===== config.mk =====
export PLATFORM = sky130hd
export DESIGN_NAME = sim_err_monitor
export DESIGN_NICKNAME = d
export VERILOG_FILES = /design/src/rtl/sim_err_monitor.sv
export SDC_FILE = /design/constraint.sdc
export NUM_CORES = 1
export LEC_CHECK = 0
export ABC_CLOCK_PERIOD_IN_PS = 4300
export CAP_MARGIN = 20
export CORE_AREA = 2 2 140 142
export CTS_CLUSTER_SIZE = 16
export DETAILED_ROUTE_END_ITERATION = 16
export DIE_AREA = 0 0 142 144
export PLACE_DENSITY = 0.92
export SETUP_SLACK_MARGIN = 0.05
export SLEW_MARGIN = 20
export SYNTH_ARGS = -nofsm -noshare
export SYNTH_HDL_FRONTEND = slang
export SYNTH_SLANG_ARGS = --single-unit

===== constraint.sdc =====
create_clock -name clk_i -period 4.3 [get_ports clk_i]
set_clock_uncertainty 0.2 [all_clocks]
set_input_delay 0.43 -clock clk_i [delete_from_list [all_inputs] [get_ports clk_i]]
set_output_delay 0.43 -clock clk_i [all_outputs]
set_load 0.02 [all_outputs]

===== src/rtl/sim_err_monitor.sv =====
`default_nettype none
// +-----------------------------------------------------------------------------+
// | sim_err_monitor                                                             |
// | N-channel error-event monitor: edge-detects raw error lines, keeps sticky,  |
// | count and drop flags, and reports events through a valid/ready port.       |
// | Optional: SIM_ERR_MON_TIMESTAMP_EN adds a cycle counter and timestamps.     |
// | Revision: 1.0                                                               |
// +-----------------------------------------------------------------------------+

module sim_err_monitor #(
  parameter int unsigned NumChan   = 9,
  parameter int unsigned CntW      = 16,
  parameter int unsigned TsW       = 48,
  parameter bit          ReportAll = 1'b0,
  parameter int unsigned ChW       = (NumChan > 1) ? $clog2(NumChan) : 1
) (
  input  logic                    clk_i,
  input  logic                    rst_ni,
  input  logic [NumChan-1:0]      err_i,
  input  logic                    clear_i,
  output logic                    ev_valid_o,
  input  logic                    ev_ready_i,
  output logic [ChW-1:0]          ev_chan_o,
  output logic [TsW-1:0]          ev_time_o,
  output logic                    ev_first_o,
  output logic [NumChan-1:0]      errored_o,
  output logic [NumChan*CntW-1:0] count_o,
  output logic [NumChan-1:0]      drop_o
);

  logic [NumChan-1:0]      err_q;
  logic [NumChan-1:0]      errored_q, errored_d;
  logic [NumChan-1:0]      drop_q, drop_d;
  logic [NumChan-1:0]      pend_q, pend_d;
  logic [NumChan-1:0]      pfirst_q, pfirst_d;
  logic [NumChan*CntW-1:0] count_q, count_d;
  logic                    valid_q, valid_d;
  logic [ChW-1:0]          chan_q, chan_d;
  logic                    first_q, first_d;

  logic [NumChan-1:0]      rise;
  logic [NumChan-1:0]      load_oh;
  logic                    free;
  logic                    sel_vld;
  logic [ChW-1:0]          sel_idx;
  logic                    load;

`ifdef SIM_ERR_MON_TIMESTAMP_EN
  logic [TsW-1:0]          cyc_q;
  logic [TsW-1:0]          ts_q [NumChan];
  logic [TsW-1:0]          ts_d [NumChan];
  logic [TsW-1:0]          time_q, time_d;
`endif

  always_comb begin
    rise    = err_i & ~err_q;
    free    = ~valid_q | ev_ready_i;
    sel_vld = 1'b0;
    sel_idx = '0;
    // Descending scan so the lowest pending index is the one left standing.
    for (int c = int'(NumChan) - 1; c >= 0; c--) begin
      if (pend_q[c]) begin
        sel_vld = 1'b1;
        sel_idx = ChW'(c);
      end
    end
    load = free & sel_vld & ~clear_i;
    for (int c = 0; c < int'(NumChan); c++) begin
      load_oh[c] = load & (sel_idx == ChW'(c));
    end
  end

  always_comb begin
    valid_d = valid_q;
    chan_d  = chan_q;
    first_d = first_q;
`ifdef SIM_ERR_MON_TIMESTAMP_EN
    time_d  = time_q;
`endif
    if (free) begin
      valid_d = load;
      if (load) begin
        chan_d  = sel_idx;
        first_d = pfirst_q[sel_idx];
`ifdef SIM_ERR_MON_TIMESTAMP_EN
        time_d  = ts_q[sel_idx];
`endif
      end
    end
  end

  always_comb begin
    count_d   = count_q;
    errored_d = errored_q;
    drop_d    = drop_q;
    pend_d    = pend_q & ~load_oh;
    pfirst_d  = pfirst_q;
`ifdef SIM_ERR_MON_TIMESTAMP_EN
    ts_d      = ts_q;
`endif
    for (int c = 0; c < int'(NumChan); c++) begin
      if (rise[c]) begin
        if (count_q[c*CntW +: CntW] != {CntW{1'b1}}) begin
          count_d[c*CntW +: CntW] = count_q[c*CntW +: CntW] + CntW'(1);
        end
        errored_d[c] = 1'b1;
        if (ReportAll || !errored_q[c]) begin
          // A channel being loaded this cycle frees its slot for the new rise.
          if (pend_q[c] && !load_oh[c]) begin
            drop_d[c] = 1'b1;
          end else begin
            pend_d[c]   = 1'b1;
            pfirst_d[c] = ~errored_q[c];
`ifdef SIM_ERR_MON_TIMESTAMP_EN
            ts_d[c]     = cyc_q;
`endif
          end
        end
      end
    end
    if (clear_i) begin
      count_d   = '0;
      errored_d = '0;
      drop_d    = '0;
      pend_d    = '0;
    end
  end

  always_ff @(posedge clk_i or negedge rst_ni) begin
    if (!rst_ni) begin
      err_q     <= '0;
      errored_q <= '0;
      drop_q    <= '0;
      pend_q    <= '0;
      pfirst_q  <= '0;
      count_q   <= '0;
      valid_q   <= 1'b0;
      chan_q    <= '0;
      first_q   <= 1'b0;
    end else begin
      err_q     <= err_i;
      errored_q <= errored_d;
      drop_q    <= drop_d;
      pend_q    <= pend_d;
      pfirst_q  <= pfirst_d;
      count_q   <= count_d;
      valid_q   <= valid_d;
      chan_q    <= chan_d;
      first_q   <= first_d;
    end
  end

`ifdef SIM_ERR_MON_TIMESTAMP_EN
  always_ff @(posedge clk_i or negedge rst_ni) begin
    if (!rst_ni) begin
      cyc_q  <= '0;
      time_q <= '0;
      for (int c = 0; c < int'(NumChan); c++) begin
        ts_q[c] <= '0;
      end
    end else begin
      cyc_q  <= cyc_q + TsW'(1);
      time_q <= time_d;
      ts_q   <= ts_d;
    end
  end

  assign ev_time_o = time_q;
`else
  assign ev_time_o = {TsW{1'b0}};
`endif

  assign ev_valid_o = valid_q;
  assign ev_chan_o  = chan_q;
  assign ev_first_o = first_q;
  assign errored_o  = errored_q;
  assign count_o    = count_q;
  assign drop_o     = drop_q;

endmodule

`default_nettype wire


After elaboration in Yosys (flattened, before gate mapping)

Index checks and enable logic that the tools add are counted.

Flip-flop bits (word level): 195
Output and inout bits: 216

Add/sub/neg operators: 9
Order comparisons: 1
Equal/unequal tests: 26
Multiplexer cells: 105
Bitwise gates (word level): 36
Reductions and logical operators: 74

Operator list:

| operator                                                                      | number |
|---|---|
| 16-bit 2-to-1 mux                                                             | 18 |
| 16-bit by 1-bit adder with 16-bit output (second input constant)              | 9 |
| 144-bit 2-to-1 mux                                                            | 1 |
| 16-bit inequality test (second input constant)                                | 9 |
| 1-bit 2-to-1 mux                                                              | 73 |
| 3-bit AND reduction                                                           | 18 |
| 2-bit nonzero test                                                            | 27 |
| 4-bit 2-to-1 mux                                                              | 9 |
| 9-bit 2-to-1 mux                                                              | 3 |
| 1-bit inverter                                                                | 20 |
| 2-bit AND reduction                                                           | 10 |
| 9-bit bitwise AND                                                             | 2 |
| 2-bit inequality test (second input constant)                                 | 9 |
| 9-bit inverter                                                                | 2 |
| 4-bit by 3-bit == test with 1-bit output (second input constant)              | 4 |
| 1-bit bitwise AND                                                             | 11 |
| 1-bit logical AND                                                             | 9 |
| 1-bit logical NOT                                                             | 9 |
| 4-bit by 2-bit == test with 1-bit output (second input constant)              | 2 |
| 4-bit by 5-bit less-than comparator with 1-bit output (second input constant) | 1 |
| 1-bit binary-select mux with 4-bit select                                     | 1 |
| 4-bit by 1-bit == test with 1-bit output (second input constant)              | 1 |
| 4-bit == test (second input constant)                                         | 1 |
| 4-bit logical NOT                                                             | 1 |
| 1-bit OR                                                                      | 1 |

Depth between registers and ports, before layout

Gate-level depths: netlist of the first run.

Depth in word-level cells: 18
Gate-level depth with buffers: 7
Gate-level depth less buffers: 6

Least setup slack after synthesis of the first run

No wires, ideal clock.

Kind: register to register
Start point: reg count_q[16] (netlist: count_o[16])
End point: reg count_q[17] (netlist: count_o[17])
Setup time: 132 ps
Arrival: 1923 ps
Slack: 2045 ps
Stages on the path, launching flop included: 8
Buffers on the path: 1
Period minus slack after synthesis: 2255 ps
Cell sequence: dfrtp_1 -> ha_1 -> nand3_1 -> or2_2 -> clkbuf_1 -> o21ai_0 -> mux2i_1 -> nor2_1

Longest elaborated chain between the ends: 4
Elaborated cells on any way between the ends: 7
Classes of those cells: add/sub (1); eq/ne (1); mux (3); reduce/logical (2)

RTL lines:

| what                                     | line | source |
|---|---|---|
| start: declaration                       | 36   | `logic [NumChan*CntW-1:0] count_q, count_d;` |
| start signal: assignment                 | 146  | `count_q <= count_d;` |
| 16-bit by 1-bit adder with 16-bit output | 104  | `count_d[c*CntW +: CntW] = count_q[c*CntW +: CntW] + CntW'(1);` |
| 16-bit 2-to-1 mux                        | 103  | `if (count_q[c*CntW +: CntW] != {CntW{1'b1}}) begin` |
| 16-bit 2-to-1 mux                        | 102  | `if (rise[c]) begin` |
| 144-bit 2-to-1 mux                       | 121  | `if (clear_i) begin` |

Several ways; a longest one is shown, not always the timed one. The select of a mux whose other input is x is not followed.
A chain may end at the register's enable or synchronous reset.

Final worst setup path of the first run

Start point: in clear_i
End point: reg count_q[25] (netlist: count_o[25])

Longest elaborated chain between the ends: 2
Elaborated cells on any way between the ends: 4
Classes of those cells: mux (1); reduce/logical (3)

RTL lines:

| what                                 | line | source |
|---|---|---|
| start: declaration                   | 20   | `input logic clear_i,` |
| 2-bit nonzero test (no source line)  | n/a  |  |
| 2-bit AND reduction (no source line) | n/a  |  |

Several ways; a longest one is shown, not always the timed one.

==> metrics, run 1 <==
status=finished, final reports clean; #FFs+latches synth=195; number of global-route vias before repair=8198; number of synthesized flops with an enable pin=0; Worst slew margin=42.1%; # DRC=0; die area=20400 um2; total wire length=24800 um; area occupied by multi-input gates=4910 um2; asr flop ratio synth=100%; CTS Root Cell=clkbuf_16; Leak Pwr=0.00500 uW; CP Launch Point=clear_i; Starting Density=53.8%; total CTS buffers=17; CP Class=in -> reg; register area=4880 um2; gate count of the mapped netlist=1078; WP buf/inv=2; commonest non-fill, non-tap cells in the layout=dfrtp_1, clkdlybuf4s50_1, nor2_1, xnor2_1, nand3_1; Worst path top cell family by delay=buffers and inverters; commonest non-fill, non-tap cell in the layout=dfrtp_1; cell row count=51; CTS HTree Levels=4; Largest stage delay, worst path=0.61 ns; initial antenna violation count=0; first-pass GRT wire length=41200 um; RSZ-0062 raised after global routing=no; register area share after synthesis=47.5%; P&R area growth vs syn=23.6%; XOR/XNOR Fraction of Synth Area=8.53%; Util after Layout=66.5%; WHS Path Cells=1; Min Hold Slack=0.254 ns; synthesis warning total=0; Final min period=2.49 ns; Vias/cell=5.80; I/O pins=229; Worst R2R Setup Slack=1.91 ns; GRT Residual Overflow=0; worst hold start=pfirst_q[6]$_DFFE_PN0P_; Worst Max-Slew Pin Slew=0.856 ns; worst r2r src=count_o[23]$_DFFE_PN0P_; cts hold-fix bufs=1; # fillers=1466; layout cells sized above 1=5.41%; vias after detailed routing=8663; WP depth=6; synthesized area per cell=9.52 um2; Syn Std Cell Area=10300 um2; fmax=0.402 GHz; simple-gate share of the synthesized area=21.9%; required time worst endpoint=4.45 ns; leading register cell type out of synthesis=dfrtp_1; Synth cell types=69; TritonCTS clock tree=built; DRT iter0 DRCs=501; slowest CP cell=a211oi_1; Final Cycle Share=57.9%; Routed wire per std cell=16.6 um; port bufs=180; Clock Latency Late Sink=0.43 ns; Placer Congestion=0.887; post-DP HPWL=17300 um; worst hold path class=reg -> reg; Slew Viols, Final=0; post-CTS sizing=0; Synth Area in Compound Gates=13.1%; Clock Sinks=195; CP Launch Type=primary input; cell area power density=313 nW/um2; setup TNS=0 ns; Peak supply drop=0.306 mV; setup repair bufs after CTS=0; crit path DAT=2.63 ns; DRT Pass-1 Iters=6; total global-route track usage=24.7%; largest net degree at the start of global routing=107; mux share of post-synthesis cell area=1.54%; nets=1266; Max-Cap Viols=0; DIE WIDTH=142 um; Final Hold Viols=0; Synth Area in Adders=1.10%; largest family of logic cells by synthesized area=simple AND/OR/NAND/NOR gates; Cell Chain, Critical Path=buf_6 > inv_2 > a211oi_1 > o31ai_1 > or3_1 > a21oi_1; Antenna Violating Nets Remaining=0; Longest Clk Path Bufs=2; Ant. Diodes=0; die span in y=144 um; crit end category=flip-flop; crit path max fanout=98; final number of setup-violating endpoints=0; total core area=19100 um2; CTS clock-pin slew for the worst setup and hold paths=0.07 ns; reg2reg path depth=5
## state kept, by name, indices dropped and copies added, names as in the netlist
| name | count |
|---|---|
| ev_valid_o | 1 |
| pfirst_q | 9 |
| drop_o | 9 |
| errored_o | 9 |
| ev_first_o | 1 |
| err_q | 9 |
| pend_q | 9 |
| ev_chan_o | 4 |
| count_o | 144 |
## report_power, final
part	internal (uW)	switching (uW)
combinational	133	263
sequential	1880	44.4
clock	925	724
## area by class of cell
cell class	count	area share (%)
clock buffer	18	3.38
clock inverter	13	1.39
inverter	33	0.977
multi-input combinational	810	38.8
sequential	195	38.5
tap	238	2.35
timing repair buffer	187	14.7
## per-stage QoR
step                setup slack [ns]  instance area, um2  instances  total power [uW]
floorplan                       2.05               10400       1125              2210
global placement                1.53               12100       1461              2340
detailed placement              1.44               12100       1461              2350
CTS                             1.72               12700       1493              4000
global route                    1.62               12700       1494              4120
finish                          1.81               12700       1494              3970
## routing by layer
metal / routed length [um] / GRT usage (%) / vias to the layer above
li1: - / - / 4056
met4: 588 / 8.16 / 0
met2: 12100 / 40.8 / 310
met1: 10600 / 32.8 / 4252
met3: 1500 / 5.07 / 45
met5: 0 / 0 / -
## path summary, 6_finish.rpt
kind,endpoint
worst max-delay path,count_o[25]$_DFFE_PN0P_
worst min-delay path,pfirst_q[6]$_DFFE_PN0P_
worst max register to register,count_o[17]$_DFFE_PN0P_
worst min register to register,pfirst_q[6]$_DFFE_PN0P_
max in group asynchronous,count_o[44]$_DFFE_PN0P_
min in group asynchronous,count_o[52]$_DFFE_PN0P_
## logic make-up (layout without fill, tap and decap cells)
kind of cell	Yosys count	count (layout)
simple gates	443	443
buf+inv	120	251
xor+xnor	100	100
flops	195	195
mux	15	15
fa+ha+maj	9	9
compound gates	195	195
other cells	1	48
## synth_stat cells (all sizes together) (4+ instances only)
master / n / area [um2]
nor4: 12 / 103
ha: 9 / 113
or3: 18 / 114
a21o: 8 / 61.3
a211oi: 29 / 218
buf: 56 / 404
nor2b: 12 / 75.1
or4: 8 / 71.3
xor2: 35 / 307
xnor2: 65 / 569
mux2: 6 / 67.6
o31ai: 11 / 82.6
o211ai: 22 / 165
o21a: 5 / 37.5
a21oi: 45 / 225
clkbuf: 31 / 118
nand3: 57 / 285
nand2b: 16 / 100
nor2: 163 / 612
o311ai: 4 / 35.0
nor3: 23 / 120
o21ai: 33 / 188
nand2: 56 / 210
nand4: 22 / 138
and4: 16 / 143
and3: 13 / 81.3
or2: 6 / 37.5
a2111oi: 8 / 70.1
nor4b: 4 / 35.0
dfrtp: 195 / 4880
and2: 9 / 56.3
a31oi: 5 / 31.3
mux2i: 9 / 90.1
inv: 33 / 124
## worst register-to-register path, stage by stage (launching register included)
cell and delay, ns:
dfrtp_1 0.44, and4_1 0.29, nand4_1 0.41, o21ai_0 0.59, mux2i_1 0.25, nor2_1 0.06
Power figures use the tool's default switching activity.
==> run 2: changes to the inputs <==
--- a/config.mk
+++ b/config.mk
@@ -5,13 +5,13 @@
 export SDC_FILE = /design/constraint.sdc
 export NUM_CORES = 1
 export LEC_CHECK = 0
-export ABC_CLOCK_PERIOD_IN_PS = 4300
+export ABC_CLOCK_PERIOD_IN_PS = 2300
 export CAP_MARGIN = 20
-export CORE_AREA = 2 2 140 142
+export CORE_AREA = 2 2 145 147
 export CTS_CLUSTER_SIZE = 16
 export DETAILED_ROUTE_END_ITERATION = 16
-export DIE_AREA = 0 0 142 144
-export PLACE_DENSITY = 0.92
+export DIE_AREA = 0 0 147 149
+export PLACE_DENSITY = 0.87
 export SETUP_SLACK_MARGIN = 0.05
 export SLEW_MARGIN = 20
 export SYNTH_ARGS = -nofsm -noshare
==> constraint.sdc (replaced) <==
create_clock -name clk_i -period 2.3 [get_ports clk_i]
set_clock_uncertainty 0.2 [all_clocks]
set_input_delay 0.23 -clock clk_i [delete_from_list [all_inputs] [get_ports clk_i]]
set_output_delay 0.23 -clock clk_i [all_outputs]
set_load 0.02 [all_outputs]
==> run 2 against run 1 <==
Final cell count rose by 5.8%. Power is 89% higher. Worst hold slack got worse by 0.19 ns. Sequential share of layout area is 1.5 points lower. Largest power group unchanged.
==> metrics, run 2 (synthesized netlist as in run 1, its figures left out) <==
Worst slew margin=60.9% (+19 points); total core area=20600 um2 (+7.7%); Max-Cap Viols=0 (unchanged); CTS clock-pin slew for the worst setup and hold paths=0.07 ns (about the same); Worst R2R Setup Slack=0.11 ns (-1.80 ns); Ant. Diodes=0 (unchanged); nets=1315 (+3.9%); Vias/cell=5.54 (-4.4%); Cell Chain, Critical Path=and4_1 > and2_1 > a2111oi_1 > xnor2_1 > nor2_1; total global-route track usage=22.2% (-2.5 points); placed cell area=12500 um2 (+3.5%); slowest CP cell=a2111oi_1; Leak Pwr=0.00529 uW (+5.7%); grt peak-use layer=met2; crit end category=flip-flop; largest net degree at the start of global routing=69 (-36%); die area=21900 um2 (+7.1%); CP Launch Type=flip-flop; Place WS=0.0241 ns (-1.42 ns); # DRC=0 (unchanged); Routed wire per std cell=15.5 um (-6.8%); layout cells sized above 1=9.12% (+3.7 points); commonest non-fill, non-tap cell in the layout=dfrtp_1; Largest stage delay, worst path=0.64 ns (+0.03 ns); GRT Residual Overflow=0 (unchanged); total CTS buffers=17 (unchanged); M3 GR Usage=3.82% (-1.2 points); WP buf/inv=0 (-2); post-route design area=13200 um2 (+3.9%); cell area power density=569 nW/um2 (+82%); max reg flops=144 (unchanged); commonest non-fill, non-tap cells in the layout=dfrtp_1, clkdlybuf4s50_1, nor2_1, xnor2_1, nand3_1; DIE WIDTH=147 um (+3.5%); die span in y=149 um (+3.5%); setup ws final=0.106 ns (-1.71 ns); Worst path top cell family by delay=compound AO/OA/AOI/OAI gates; Final Cycle Share=95.4%; crit path max fanout=11 (-89%); Clock Sinks=195 (unchanged); Clock Latency Late Sink=0.43 ns (about the same); first-pass GRT wire length=40200 um (-2.3%); worst hold path class=in -> reg; CTS Root Cell=clkbuf_16; Antenna Violating Nets Remaining=0 (unchanged); DRT iter0 DRCs=462 (-7.8%); required time worst endpoint=2.40 ns (-2.05 ns); cell row count=53 (+3.9%); worst hold start=err_i[8]; P&R area growth vs syn=28.4%; vias after detailed routing=8756 (+1.1%); CP Launch Point=count_o[59]$_DFFE_PN0P_; Worst Max-Slew Pin Slew=0.585 ns (-0.271 ns); Placer Congestion=0.887 (about the same); post-DP HPWL=17700 um (+2.8%); total wire length=24500 um (-1.4%); crit path DAT=2.29 ns (-0.34 ns); number of global-route vias before repair=8181 (-0.21%); CP Class=reg -> reg; worst r2r src=count_o[59]$_DFFE_PN0P_; CTS HTree Levels=4 (unchanged); setup TNS=0 ns (unchanged); TritonCTS clock tree=built; fmax=0.456 GHz; status=finished, final reports clean; Starting Density=49.9% (-3.9 points); Peak supply drop=0.531 mV (+74%); Final Hold Viols=0 (unchanged); RSZ-0062 raised after global routing=yes; met2 usage=37.3% (-3.5 points); Longest Clk Path Bufs=2 (unchanged); Final min period=2.19 ns; DRT Pass-1 Iters=5 (-1); I/O pins=229 (unchanged); initial antenna violation count=0 (unchanged); final number of setup-violating endpoints=0 (unchanged); met1 Use GR=29.7% (-3.1 points); Slew Viols, Final=0 (unchanged); port bufs=180 (unchanged)
-- run 2: through the flow --
step | power [uW] | utilization [%] | std cells | hold WS, ns
after global placement | 4430 | 60.7 | 1542 | 0.0455
after global routing | 7820 | 64.1 | 1580 | 0.0590
final | 7510 | 64.1 | 1580 | 0.0647
after detailed placement | 4450 | 60.7 | 1542 | 0.0457
after CTS | 7570 | 63.9 | 1576 | 0.0480
after floorplan | 4130 | - | 1125 | -0.266
-- run 2: area by class of cell --
cell class / instances / area, um2
inverter: 33 / 124
fill: 1651 / 7380
multi-input combinational: 810 / 4920
sequential: 195 / 4880
tap: 275 / 344
clock inverter: 14 / 191
timing repair buffer: 236 / 2290
clock buffer: 17 / 425
-- run 2: worst paths after layout --
check	end	depth (start not counted)
max	count_o[53]$_DFFE_PN0P_	5
min	err_q[8]$_DFF_PN0_	1
max in group asynchronous	pfirst_q[1]$_DFFE_PN0P_	3
min in group asynchronous	count_o[70]$_DFFE_PN0P_	2
max reg2reg	count_o[53]$_DFFE_PN0P_	5
min reg2reg	pfirst_q[7]$_DFFE_PN0P_	1
-- run 2: routing by layer --
metal	up-vias	part of all wire, %
met4	0	1.9
met2	309	48
met3	37	5.7
met5	-	0
met1	4254	44
li1	4156	-
-- run 2: power by group --
| part | switching [uW] | total (uW) | internal [uW] |
|---|---|---|---|
| Combinational | 503 | 806 | 303 |
| Clock | 1370 | 3120 | 1750 |
| Sequential | 76.1 | 3580 | 3510 |
-- run 2: repair_timing --
| action | in CTS | in global routing |
|---|---|---|
| gates cloned | 0 | 0 |
| pin swaps | 1 | 1 |
| hold endpoints to repair | 158 | 0 |
| hold buffers | 2 | 0 |
| endpoints found under the setup margin | 1 | 10 |
| setup buffers | 1 | 4 |
| resized for setup | 0 | 5 |
==> run 3: changes to the inputs <==
--- a/config.mk
+++ b/config.mk
@@ -11,6 +11,8 @@
 export CTS_CLUSTER_SIZE = 16
 export DETAILED_ROUTE_END_ITERATION = 16
 export DIE_AREA = 0 0 147 149
+export GPL_TIMING_DRIVEN = 1
+export MAX_ROUTING_LAYER = met4
 export PLACE_DENSITY = 0.87
 export SETUP_SLACK_MARGIN = 0.05
 export SLEW_MARGIN = 20
==> run 3 against run 2 <==
Worst setup slack got worse by 0.015 ns. Routed wire length rose by 2.2%. Via count rose by 0.47%. Critical endpoint is now count_o[109]$_DFFE_PN0P_.
==> metrics, run 3 (synthesized netlist as in run 1, its figures left out) <==
status=finished, final reports clean; CP Class=reg -> reg; post-DP HPWL=18100 um (+2.0%); Clock Sinks=195 (unchanged); Longest Clk Path Bufs=2 (unchanged); Antenna Violating Nets Remaining=0 (unchanged); DRT iter0 DRCs=489 (+5.8%); setup TNS=0 ns (unchanged); Peak supply drop=0.514 mV (-3.2%); Min Hold Slack=0.0804 ns (+0.0157 ns); first-pass GRT wire length=41600 um (+3.4%); vias after detailed routing=8797 (+0.47%); cell row count=53 (unchanged); P&R area growth vs syn=28.6%; TritonCTS clock tree=built; RSZ-0062 raised after global routing=yes; crit path DAT=2.32 ns (+0.03 ns); Ant. Diodes=0 (unchanged); layout cells sized above 1=9.12% (unchanged); required time worst endpoint=2.41 ns (about the same); Final Hold Viols=0 (unchanged); I/O pins=229 (unchanged); Cells after DPL=1540 (-0.13%); CTS Root Cell=clkbuf_16; Clock Latency Late Sink=0.43 ns (about the same); setup ws final=0.0903 ns (-0.0153 ns); DRT Pass-1 Iters=5 (unchanged); Max-Cap Viols=0 (unchanged); Starting Density=49.9% (unchanged); number of global-route vias before repair=8343 (+2.0%); CP Launch Type=flip-flop; die area=21900 um2 (unchanged); DIE WIDTH=147 um (unchanged); cell area power density=576 nW/um2 (+1.2%); commonest non-fill, non-tap cell in the layout=dfrtp_1; Worst slew margin=41.1% (-20 points); total global-route track usage=23.7% (+1.5 points); CTS clock-pin slew for the worst setup and hold paths=0.07 ns (about the same); final number of setup-violating endpoints=0 (unchanged); # DRC=0 (unchanged); # fillers=1641 (-0.61%); die span in y=149 um (unchanged); GRT Residual Overflow=0 (unchanged); max reg flops=144 (unchanged); crit path max fanout=6 (-5); initial antenna violation count=0 (unchanged); Slew Viols, Final=0 (unchanged); final instance count without filler cells=1580 (unchanged); total wire length=25000 um (+2.2%); total core area=20600 um2 (unchanged); Place WS=0.0303 ns (+0.00619 ns); Final min period=2.21 ns (+0.0153 ns); Util after Layout=64.2% (+0.097 points); nets=1314 (-0.076%); CTS HTree Levels=4 (unchanged); port bufs=180 (unchanged); Worst Max-Slew Pin Slew=0.883 ns (+0.298 ns); largest net degree at the start of global routing=84 (+22%); crit end category=flip-flop; Routed wire per std cell=15.8 um (+2.2%); worst hold path class=in -> reg; fmax=0.453 GHz (-0.69%); Leak Pwr=0.00531 uW (+0.35%); Final Cycle Share=96.1% (+0.67 points); Placer Congestion=0.899 (+1.3%); commonest non-fill, non-tap cells in the layout=dfrtp_1, clkdlybuf4s50_1, nor2_1, xnor2_1, nand3_1; total CTS buffers=17 (unchanged); Vias/cell=5.57 (+0.47%)
==> run 3: final cells by class <==
cell class                 count  area (um2)  share of cell area [%]
inverter                      33         124                   0.938
multi-input combinational    810        4940                    37.4
timing repair buffer         235        2270                    17.2
sequential                   195        4880                    37.0
clock buffer                  19         443                    3.36
tap                          275         344                    2.61
clock inverter                13         196                    1.49
==> run 3: critical path, stage by stage, from the launching register on <==
cell     delay, ns
dfrtp_1       0.44
nand4_1       0.22
or4_4         0.61
o21ai_4       0.23
nor4_1        0.09
mux2_1        0.31
==> run 3: metal layers <==
metal	wire length [um]	track usage, %	up-vias	share of wire [%]
li1	-	-	4161	-
met1	10800	30.8	4325	43
met2	12300	38.3	273	49
met3	1410	4.31	38	5.6
met4	448	7.36	0	1.8
met5	0	-	-	0
==> run 3: path summary, 6_finish.rpt <==
path | from | to | slack [ns] | depth (start not counted)
worst min-delay path | err_i[8] | err_q[8]$_DFF_PN0_ | 0.08 | 1
worst max-delay path | count_o[103]$_DFFE_PN0P_ | count_o[109]$_DFFE_PN0P_ | 0.09 | 5
worst max register to register | count_o[103]$_DFFE_PN0P_ | count_o[109]$_DFFE_PN0P_ | 0.09 | 5
min in group asynchronous | rst_ni | count_o[71]$_DFFE_PN0P_ | 0.14 | 2
max in group asynchronous | rst_ni | err_q[5]$_DFF_PN0_ | 1.14 | 3
worst min register to register | pfirst_q[0]$_DFFE_PN0P_ | pfirst_q[0]$_DFFE_PN0P_ | 0.25 | 2
==> run 3: repair_timing <==
item / in CTS / in global routing
gates resized for setup: 0 / 6
hold endpoints to repair: 139 / 0
setup endpoints to repair: 0 / 13
hold buffers: 2 / 0
setup buffers: 0 / 6
==> run 3: report_power, final <==
group          internal, uW  switching, uW
Clock                  1870           1340
Combinational           299            506
Sequential             3510           75.7
Total                  5680           1920
==> run 3: per-stage QoR <==
step	power, uW	instance area [um2]
after floorplan	4130	10400
after global placement	4430	12500
after detailed placement	4450	12500
after CTS	7670	13100
after global routing	7940	13200
final	7600	13200
